File: config.mk
export PLATFORM = sky130hd
export DESIGN_NAME = i2s_rx_frame_ctrl
export DESIGN_NICKNAME = d
export VERILOG_FILES = /design/src/rtl/i2s_rx_pkg.sv /design/src/rtl/i2s_rx_frame_ctrl_fifo.sv /design/src/rtl/i2s_rx_frame_ctrl.sv
export SDC_FILE = /design/constraint.sdc
export NUM_CORES = 1
export LEC_CHECK = 0
export ABC_AREA = 1
export ABC_CLOCK_PERIOD_IN_PS = 21200
export CORE_ASPECT_RATIO = 1.75
export CORE_UTILIZATION = 35
export CTS_CLUSTER_DIAMETER = 200
export DETAILED_ROUTE_END_ITERATION = 7
export GPL_TIMING_DRIVEN = 0
export SLEW_MARGIN = 20
export SYNTH_ARGS = -nofsm -noshare
export SYNTH_HDL_FRONTEND = slang
export SYNTH_HIERARCHICAL = 1
export SYNTH_SLANG_ARGS = --single-unit
File: constraint.sdc
create_clock -name clk -period 21.2 [get_ports clk]
set_input_delay 4.24 -clock clk [delete_from_list [all_inputs] [get_ports clk]]
set_output_delay 4.24 -clock clk [all_outputs]
set_load 0.01 [all_outputs]
File: src/rtl/i2s_rx_pkg.sv
// -----------------------------------------------------------------------------
// i2s_rx_pkg
// Shared types and default constants for the I2S receive frame controller.
//   state_e   : controller FSM states (IDLE, ARM, WAIT_R, WAIT_L)
//   frame_t   : packed stereo frame {left, right} at the default word width
//   *_DEF     : default values for the controller parameters
// -----------------------------------------------------------------------------
package i2s_rx_pkg;

    localparam int DATA_WIDTH_DEF  = 24;
    localparam int FIFO_DEPTH_DEF  = 4;
    localparam int TIMEOUT_CYC_DEF = 128;

    typedef enum logic [1:0] {
        IDLE   = 2'd0,
        ARM    = 2'd1,
        WAIT_R = 2'd2,
        WAIT_L = 2'd3
    } state_e;

    typedef struct packed {
        logic [DATA_WIDTH_DEF-1:0] left;
        logic [DATA_WIDTH_DEF-1:0] right;
    } frame_t;

endpackage

File: src/rtl/i2s_rx_frame_ctrl_fifo.sv
// -----------------------------------------------------------------------------
// i2s_frame_fifo
// Synchronous first-word-fall-through FIFO holding stereo frames.
//   clk, rst   : clock, asynchronous active-high reset (flushes contents)
//   push_i     : write data_i (accepted when not full, or full with a pop)
//   data_i     : frame to write
//   pop_i      : remove the head entry (ignored when empty)
//   data_o     : head entry, valid whenever empty_o is low
//   full_o     : all DEPTH entries occupied
//   empty_o    : no entries
//   level_o    : current occupancy, 0..DEPTH
// DEPTH must be a power of two so the pointers wrap naturally.
// -----------------------------------------------------------------------------
module i2s_frame_fifo #(
    parameter int WIDTH = 48,
    parameter int DEPTH = 4
) (
    input  logic                       clk,
    input  logic                       rst,
    input  logic                       push_i,
    input  logic [WIDTH-1:0]           data_i,
    input  logic                       pop_i,
    output logic [WIDTH-1:0]           data_o,
    output logic                       full_o,
    output logic                       empty_o,
    output logic [$clog2(DEPTH+1)-1:0] level_o
);

    localparam int AW = $clog2(DEPTH);
    localparam int LW = $clog2(DEPTH + 1);

    logic [WIDTH-1:0] mem_q [DEPTH];
    logic [AW-1:0]    wr_ptr_q, wr_ptr_d;
    logic [AW-1:0]    rd_ptr_q, rd_ptr_d;
    logic [LW-1:0]    count_q, count_d;
    logic             do_push;
    logic             do_pop;

    assign full_o  = (count_q == LW'(DEPTH));
    assign empty_o = (count_q == '0);
    assign level_o = count_q;
    // Head is read combinationally so a frame written at cycle N shows at N+1.
    assign data_o  = mem_q[rd_ptr_q];

    assign do_pop  = pop_i && !empty_o;
    // A full FIFO can still take a frame when the head leaves in the same cycle.
    assign do_push = push_i && (!full_o || do_pop);

    always_comb begin
        wr_ptr_d = wr_ptr_q;
        rd_ptr_d = rd_ptr_q;
        count_d  = count_q;
        if (do_push) begin
            wr_ptr_d = wr_ptr_q + AW'(1);
        end
        if (do_pop) begin
            rd_ptr_d = rd_ptr_q + AW'(1);
        end
        case ({do_push, do_pop})
            2'b10:   count_d = count_q + LW'(1);
            2'b01:   count_d = count_q - LW'(1);
            default: count_d = count_q;
        endcase
    end

    always_ff @(posedge clk or posedge rst) begin
        if (rst) begin
            wr_ptr_q <= '0;
            rd_ptr_q <= '0;
            count_q  <= '0;
        end else begin
            wr_ptr_q <= wr_ptr_d;
            rd_ptr_q <= rd_ptr_d;
            count_q  <= count_d;
        end
    end

    // Storage is cleared on reset so the head output reads 0 out of reset.
    genvar gi;
    generate
        for (gi = 0; gi < DEPTH; gi++) begin : g_slot
            always_ff @(posedge clk or posedge rst) begin
                if (rst) begin
                    mem_q[gi] <= '0;
                end else if (do_push && (wr_ptr_q == AW'(gi))) begin
                    mem_q[gi] <= data_i;
                end
            end
        end
    endgenerate

endmodule

File: src/rtl/i2s_rx_frame_ctrl.sv
// -----------------------------------------------------------------------------
// i2s_rx_frame_ctrl
// Sequences the I2S receive decoder and pairs its left/right words into
// stereo frames, buffered in a small FWFT FIFO with a valid/ready output.
//   clk, rst                     : clock, asynchronous active-high reset
//   start_i / stop_i             : begin capture / end after current frame
//   dec_en_o                     : registered decoder enable
//   left_*_i / right_*_i         : decoder words and their strobes
//   frame_valid_o/frame_ready_i  : downstream handshake
//   frame_left_o/frame_right_o   : head frame
//   fifo_level_o                 : FIFO occupancy
//   busy_o                       : controller not in IDLE
//   overflow_o / sync_err_o      : sticky error flags, cleared by clr_err_i
//   err_cnt_o                    : only with I2S_RX_ERR_CNT_EN defined;
//                                  saturating count of sync errors + drops
// -----------------------------------------------------------------------------
module i2s_rx_frame_ctrl
    import i2s_rx_pkg::*;
#(
    parameter int DATA_WIDTH  = DATA_WIDTH_DEF,
    parameter int FIFO_DEPTH  = FIFO_DEPTH_DEF,
    parameter int TIMEOUT_CYC = TIMEOUT_CYC_DEF
) (
    input  logic                            clk,
    input  logic                            rst,
    input  logic                            start_i,
    input  logic                            stop_i,
    output logic                            dec_en_o,
    input  logic [DATA_WIDTH-1:0]           left_word_i,
    input  logic                            left_valid_i,
    input  logic [DATA_WIDTH-1:0]           right_word_i,
    input  logic                            right_valid_i,
    output logic                            frame_valid_o,
    input  logic                            frame_ready_i,
    output logic [DATA_WIDTH-1:0]           frame_left_o,
    output logic [DATA_WIDTH-1:0]           frame_right_o,
    output logic [$clog2(FIFO_DEPTH+1)-1:0] fifo_level_o,
    output logic                            busy_o,
    output logic                            overflow_o,
    output logic                            sync_err_o,
    input  logic                            clr_err_i
`ifdef I2S_RX_ERR_CNT_EN
    ,
    output logic [7:0]                      err_cnt_o
`endif
);

    localparam int TW = $clog2(TIMEOUT_CYC + 1);

    state_e                  state_q, state_d;
    logic [DATA_WIDTH-1:0]   left_q, left_d;
    logic [TW-1:0]           tmo_q, tmo_d;
    logic                    stop_pend_q, stop_pend_d;
    logic                    dec_en_q, dec_en_d;
    logic                    overflow_q, overflow_d;
    logic                    sync_err_q, sync_err_d;

    logic                    push;
    logic                    pop;
    logic                    drop;
    logic                    sync_evt;
    logic                    fifo_full;
    logic                    fifo_empty;
    logic                    both_valid;
    logic                    tmo_hit;
    logic                    leave_pend;
    logic [2*DATA_WIDTH-1:0] head;

    assign both_valid = left_valid_i && right_valid_i;
    assign tmo_hit    = (tmo_q == TW'(TIMEOUT_CYC));
    // A stop raised this cycle counts as pending for the pair completing now.
    assign leave_pend = stop_pend_q || stop_i;

    always_comb begin
        state_d     = state_q;
        left_d      = left_q;
        tmo_d       = tmo_q;
        stop_pend_d = stop_pend_q;
        push        = 1'b0;
        sync_evt    = 1'b0;
        case (state_q)
            IDLE: begin
                stop_pend_d = 1'b0;
                tmo_d       = '0;
                if (start_i && !stop_i) begin
                    state_d = ARM;
                end
            end
            ARM: begin
                tmo_d = '0;
                if (stop_i) begin
                    state_d = IDLE;
                end else if (both_valid) begin
                    sync_evt = 1'b1;
                end else if (left_valid_i) begin
                    left_d  = left_word_i;
                    state_d = WAIT_R;
                end
                // A lone right word here is the tail of a pair we never saw.
            end
            WAIT_R: begin
                tmo_d = tmo_q + TW'(1);
                if (stop_i) begin
                    stop_pend_d = 1'b1;
                end
                if (both_valid) begin
                    sync_evt = 1'b1;
                    tmo_d    = '0;
                    state_d  = leave_pend ? IDLE : ARM;
                end else if (right_valid_i) begin
                    push    = 1'b1;
                    tmo_d   = '0;
                    state_d = leave_pend ? IDLE : WAIT_L;
                end else if (left_valid_i) begin
                    // Two lefts in a row: keep the newest one.
                    sync_evt = 1'b1;
                    left_d   = left_word_i;
                    tmo_d    = '0;
                end else if (tmo_hit) begin
                    sync_evt = 1'b1;
                    tmo_d    = '0;
                    state_d  = leave_pend ? IDLE : ARM;
                end
            end
            WAIT_L: begin
                tmo_d = tmo_q + TW'(1);
                if (stop_i) begin
                    state_d = IDLE;
                end else if (both_valid) begin
                    sync_evt = 1'b1;
                    tmo_d    = '0;
                    state_d  = ARM;
                end else if (left_valid_i) begin
                    left_d  = left_word_i;
                    tmo_d   = '0;
                    state_d = WAIT_R;
                end else if (right_valid_i) begin
                    sync_evt = 1'b1;
                end else if (tmo_hit) begin
                    sync_evt = 1'b1;
                    tmo_d    = '0;
                    state_d  = ARM;
                end
            end
            default: begin
                state_d = IDLE;
            end
        endcase
    end

    // Enable follows the next state so it rises after start and drops on
    // the same edge that enters IDLE.
    assign dec_en_d = (state_d != IDLE);

    assign pop  = frame_valid_o && frame_ready_i;
    assign drop = push && fifo_full && !pop;

    // New errors take priority over a simultaneous clear.
    assign overflow_d = (overflow_q && !clr_err_i) || drop;
    assign sync_err_d = (sync_err_q && !clr_err_i) || sync_evt;

    always_ff @(posedge clk or posedge rst) begin
        if (rst) begin
            state_q     <= IDLE;
            left_q      <= '0;
            tmo_q       <= '0;
            stop_pend_q <= 1'b0;
            dec_en_q    <= 1'b0;
            overflow_q  <= 1'b0;
            sync_err_q  <= 1'b0;
        end else begin
            state_q     <= state_d;
            left_q      <= left_d;
            tmo_q       <= tmo_d;
            stop_pend_q <= stop_pend_d;
            dec_en_q    <= dec_en_d;
            overflow_q  <= overflow_d;
            sync_err_q  <= sync_err_d;
        end
    end

`ifdef I2S_RX_ERR_CNT_EN
    logic [7:0] err_cnt_q, err_cnt_d;
    logic [7:0] cnt_base;
    logic [8:0] cnt_sum;

    always_comb begin
        cnt_base  = clr_err_i ? 8'd0 : err_cnt_q;
        cnt_sum   = {1'b0, cnt_base} + 9'(sync_evt) + 9'(drop);
        err_cnt_d = cnt_sum[8] ? 8'hFF : cnt_sum[7:0];
    end

    always_ff @(posedge clk or posedge rst) begin
        if (rst) begin
            err_cnt_q <= 8'd0;
        end else begin
            err_cnt_q <= err_cnt_d;
        end
    end

    assign err_cnt_o = err_cnt_q;
`endif

    i2s_frame_fifo #(
        .WIDTH (2 * DATA_WIDTH),
        .DEPTH (FIFO_DEPTH)
    ) u_fifo (
        .clk     (clk),
        .rst     (rst),
        .push_i  (push),
        .data_i  ({left_q, right_word_i}),
        .pop_i   (pop),
        .data_o  (head),
        .full_o  (fifo_full),
        .empty_o (fifo_empty),
        .level_o (fifo_level_o)
    );

    assign frame_valid_o = !fifo_empty;
    assign frame_left_o  = head[2*DATA_WIDTH-1:DATA_WIDTH];
    assign frame_right_o = head[DATA_WIDTH-1:0];
    assign dec_en_o      = dec_en_q;
    assign busy_o        = (state_q != IDLE);
    assign overflow_o    = overflow_q;
    assign sync_err_o    = sync_err_q;

endmodule

[Word-level counts from Yosys, hierarchy flattened]
Cells that the tools add are included.
Word-level totals
  flip-flop bits (word level): 237
  output and inout port bits: 56
  input port bits: 56
  word-level logic and storage cells: 121
Operators by class
  magnitude comparators: 1
  $add $sub $neg: 5
  bitwise logic cells: 1
  mux-type cells: 51
  eq/ne operators: 15
  reduce and logical (&&, ||, !) cells: 34
Operators with widths (number)
  2-to-1 mux 24 bit: 5
  binary-select mux 48 bit (select 2 bit): 1
  2-to-1 mux 48 bit: 2
  2-to-1 mux 8 bit: 8
  case mux 24 bit (2 select lines): 1
  2-to-1 mux 2 bit: 14
  case mux 8 bit (3 select lines): 1
  2-to-1 mux 1 bit: 15
  logical AND 1 bit: 13
  == test 2 bit (second input constant): 5
  inequality test 2 bit (second input constant): 5
  nonzero test 2 bit: 5
  adder 8 x 1 -> 8 bit (second input constant): 1
  == test 8 bit (second input constant): 1
  case mux 2 bit (4 select lines): 1
  == test 2 x 1 -> 1 bit (second input constant): 3
  case mux 3 bit (2 select lines): 1
  logical NOT 1 bit: 5
  AND reduction 5 bit: 1
  adder 2 x 1 -> 2 bit (second input constant): 2
  logical NOT 2 bit: 2
  logical OR 1 bit: 4
  OR reduction 2 bit: 2
  adder 3 x 1 -> 3 bit (second input constant): 1
  other kinds (8): 8

[Depth between registers and ports, before layout]
  depth in word-level cells: 8
  depth in mapped cells: 13
  depth with buffers taken out: 12

[Modules after synthesis]
Netlist, hierarchy kept.
Modules (own cells, without submodules)
  i2s_frame_fifo: instances 1, area each 8722.1 um^2, cells each 989, sequential area each 4979.8 um^2
  i2s_rx_frame_ctrl: instances 1, area each 1775.5 um^2, cells each 211, sequential area each 950.9 um^2

[Worst setup path before layout]
No wires, ideal clock.
  kind: input to register
  start point: input port right_valid_i
  end point: register u_fifo.count_q[2] (netlist: u_fifo/level_o[2])
  buffers on the path: 1
  data required time: 21.087 ns
  slack: 15.712 ns
  library setup time: 0.113 ns
  data arrival time: 5.375 ns
  stages: 11
  path through: buf_6 nand3_1 inv_1 nand3b_1 fa_1 inv_1 nand2_1 nand2_1 nand2_1 nand2_1 inv_1
On the way
  word-level cells in the longest chain between the ends: 6
  elaborated cells on any way between the ends: 9
  those cells by class: eq/ne: 2; mux: 4; reduce/logical: 3
Ends and longest elaborated chain
  start, declared: RTL line i2s_rx_frame_ctrl.sv:32  | input logic right_valid_i,
  2-to-1 mux 1 bit or logical AND 1 bit (tied branches): RTL line i2s_rx_frame_ctrl.sv:110, i2s_rx_frame_ctrl.sv:69
  2-to-1 mux 1 bit *: RTL line i2s_rx_frame_ctrl.sv:106  | if (both_valid) begin
  2-to-1 mux 1 bit *: RTL line i2s_rx_frame_ctrl.sv:81  | case (state_q)
  named net push: RTL line i2s_rx_frame_ctrl.sv:58  | logic push;
  logical AND 1 bit *: RTL line i2s_rx_frame_ctrl_fifo.sv:47  | assign do_push = push_i && (!full_o || do_pop);
  == test 2 x 1 -> 1 bit or == test 2 bit (tied branches): RTL line i2s_rx_frame_ctrl_fifo.sv:59  | case ({do_push, do_pop})
  case mux 3 bit (2 select lines) or nonzero test 2 bit (tied branches)
  end signal, assigned: RTL line i2s_rx_frame_ctrl_fifo.sv:74  | count_q <= count_d;
  end, declared: RTL line i2s_rx_frame_ctrl_fifo.sv:35  | logic [LW-1:0] count_q, count_d;
The timed path passes the listed nets; every way through them passes the cells marked *.
A chain may end at the register's enable or synchronous reset.

[Final worst setup path]
  start point: register u_fifo.rd_ptr_q[1]
  end point: output port frame_left_o[4]
On the way
  word-level cells in the longest chain between the ends: 4
Ends and longest elaborated chain
  start, declared: RTL line i2s_rx_frame_ctrl_fifo.sv:34  | logic [AW-1:0] rd_ptr_q, rd_ptr_d;
  start signal, assigned: RTL line i2s_rx_frame_ctrl_fifo.sv:73  | rd_ptr_q <= rd_ptr_d;
  inverter 2 -> 3 bit (implied by the code): RTL line i2s_rx_frame_ctrl_fifo.sv:43  | assign data_o = mem_q[rd_ptr_q];
  binary-select mux 48 bit (select 2 bit): RTL line i2s_rx_frame_ctrl_fifo.sv:43
  2-to-1 mux 48 bit (implied by the code) (2 in series): RTL line i2s_rx_frame_ctrl_fifo.sv:43
  end, declared: RTL line i2s_rx_frame_ctrl.sv:35  | output logic [DATA_WIDTH-1:0] frame_left_o,
No other way between the ends. The select of a mux whose other input is x is not followed.

==> out/qor.yml <==
vias: 8753
final-instance-count-excl-fill: 1736
synthXorXnorAreaFrac_pct: 0.667
core_area_um2: 29400
cts.sinks: 237
slowest_stage: "clkdlybuf4s50_1"
cts_max_path_buffers: 3
syn_inst: 1200
root_buffer: "clkbuf_16"
cts_tree: "built"
ys_seq_elements: 237
skew_ns: 0.0132
portBuffers: 110
whs_path_depth: 2
viasPerCell: 5.04
crit_type: "register to output pin"
synth_warnings: 6
start_util_pct: 35.7
ant_nets: 0
rr_startpoint: "u_fifo/level_o[1]$_DFFE_PP0P_"
nets: 1401
rrSetupSlack_ns: 19.15
die_w_um: 133
num_rows: 83
report.final.slew_viol_count: 0
mostFrequentLayoutCell: "o21ai_0"
dp.cells: 1694
layout-drive-gt1-share_pct: 7.46
fin_util_pct: 43.9
ios: 112
n_fill_cell: 2931
area_delta_synth_final_pct: 23.0
synth_fp_nets: 1263
h-tree-depth: 1
dr.pass1.iters: 5
first_iter_violations: 557
layout_common_cells: "258 x o21ai_0, 248 x nand2_1, 237 x dfrtp_1"
place_congestion: 0.810
leakage_uw: 0.00598
cp_slowest_stage_delay_ns: 0.61
required_ns: 16.96
synth_cell_type_count: 27
hold_viol: 0
whs_endpoint: "u_fifo/mem_q[106]$_DFFE_PP0P_"
power_uw: 1640
grt_usage_pct: 20.0
cp-end-kind: "output pin"
post_cts_resized: 0
rsz0062_at_grt: "false"
setup.worst_path.start_class: "register"
grt_pass1_vias: 8746
die_height_um: 231
r2r_cells: 11
path_clk_slew_ns: 0.06
tightest_slew_ns: 0.767
grt_max_degree: 101
cp.arrival_ns: 3.08
max-vdd-ir-drop_mv: 0.0594
min_path_type: "register to register"
synth_top_family_by_area: "compound AO/OA/AOI/OAI gates"
grt_overflow_total: 0
cts_setup_buffers: 0
synth_compound_area_share_pct: 18.8
netlist_area_um2: 10500
wl_per_cell_um: 17.3
synth.area.mux_share_pct: 0
dpl.hpwl_um: 20900
antenna_found_initial: 0
path_cells: "inv_1, clkbuf_1, clkbuf_1, o21ai_0, o22ai_1, clkdlybuf4s50_1"
drt_wl_total_um: 30000
grt_pass1_wl_um: 48200
min_period_ns: 7.32
holdCritStartpoint: "u_fifo/mem_q[106]$_DFFE_PP0P_"
synth_simple_gate_area_share_pct: 14.5
hold_buffers: 0
numCtsBuffers: 24
r2r-end: "u_fifo/mem_q[2]$_DFFE_PP0P_"
slew_headroom_pct: 48.9
crit_top_cell: "clkbuf_1"
min_period_over_period_pct: 34.5
cap_violations: 0
synth_adder_area_share_pct: 0.906
status: "complete, no violations"
startpoint: "u_fifo/rd_ptr_q[1]$_DFFE_PP0N_"
antenna_cells: 0
tns_ns: 0
clk_latency_ns: 0.53
clock.fmax_mhz: 137
route.detailed.drc: 0
powerDensity_nw_per_um2: 127
die_area_um2: 30700
synth_area_per_cell_um2: 8.75
report.final.setup_viol: 0
ys_seq_area_share_pct: 56.5
critPathMaxFanout: 10
[worst max path at each step]
stage                                          endpoint  cells after the start
after floorplan           u_fifo/level_o[0]$_DFFE_PP0P_                      1
after global placement    u_fifo/mem_q[148]$_DFFE_PP0P_                      2
after detailed placement                frame_left_o[4]                      6
after CTS                               frame_left_o[4]                      6
after global routing                    frame_left_o[4]                      6
final                                   frame_left_o[4]                      6
[synthesized netlist by cell type]
master    number  area share (%)
a21oi_1       11            0.52
buf_2         15            0.72
buf_6         24             2.6
clkbuf_1      38             1.4
clkinv_1       1           0.036
dfrtp_1      237              56
fa_1           1            0.19
ha_1           6            0.72
inv_1        104             3.7
inv_2          3            0.11
inv_6          1           0.083
nand2_1      248             8.9
nand2_2        4            0.24
nand2_4        5            0.54
nand3_1        8            0.38
nand3b_1       1           0.072
nand4_1        4            0.24
nand4_2        1            0.12
nor2_1       107             3.8
nor2_2         3            0.18
nor3_1         1           0.048
o21ai_0      258              12
o21ai_1       59             2.8
o21ai_2        4            0.33
o22ai_1       48             2.9
xnor2_1        1           0.083
xor2_1         7            0.58
[power breakdown]
part,internal (µW),switching (µW)
Sequential,550,55.2
Combinational,256,362
Clock,240,181
[per-stage QoR]
step                      instance area [µm²]  hold WS [ns]  setup slack [ns]
after global placement                  12100         0.460              8.80
after floorplan                         10500         0.448             11.53
final                                   12900         0.480             13.88
after CTS                               12900         0.483             13.81
after detailed placement                12100         0.467             14.37
after global routing                    12900         0.501             13.80
[registers in the layout, summed over array words and instances, names as in the netlist]
signal	cells
u_fifo/mem_q	192
sync_err_o	1
stop_pend_q	1
u_fifo/rd_ptr_q	2
u_fifo/wr_ptr_q	2
tmo_q	8
dec_en_o	1
state_q	2
overflow_o	1
u_fifo/level_o	3
left_q	24
[kinds of logic (layout without fill, tap and decap cells)]
family                     Yosys count  in the layout
AOI/OAI and AO/OA                  380            380
xor gates and xnor gates             8              8
adders and majority gates            7              7
buffers and inverters              186            340
DFF                                237            237
and+or+nand+nor                    382            382
[worst max-delay path: cells and delay by family (launching register included)]
kind / cells / cell delay (ns)
buf+inv: 4 / 1.64
flops: 1 / 0.44
compound gates: 2 / 0.47
[layer usage]
layer / vias to the layer above / share of wire, % / GRT usage (%)
met3: 41 / 4.2 / 2.23
met2: 236 / 54 / 36.7
met1: 4286 / 40 / 24.0
li1: 4190 / - / -
met5: - / 0 / 0
met4: 0 / 2.4 / 6.90
[layout make-up]
class / count / area (µm²) / area share [%]
Multi-Input combinational cell: 777 / 3660 / 28.4
Sequential cell: 237 / 5930 / 45.9
Buffer: 77 / 488 / 3.78
Clock inverter: 9 / 93.8 / 0.727
Tap cell: 382 / 478 / 3.70
Inverter: 109 / 422 / 3.27
Clock buffer: 33 / 686 / 5.31
Timing Repair Buffer: 112 / 1150 / 8.90
Note: power is estimated with default switching activity, not from simulation.
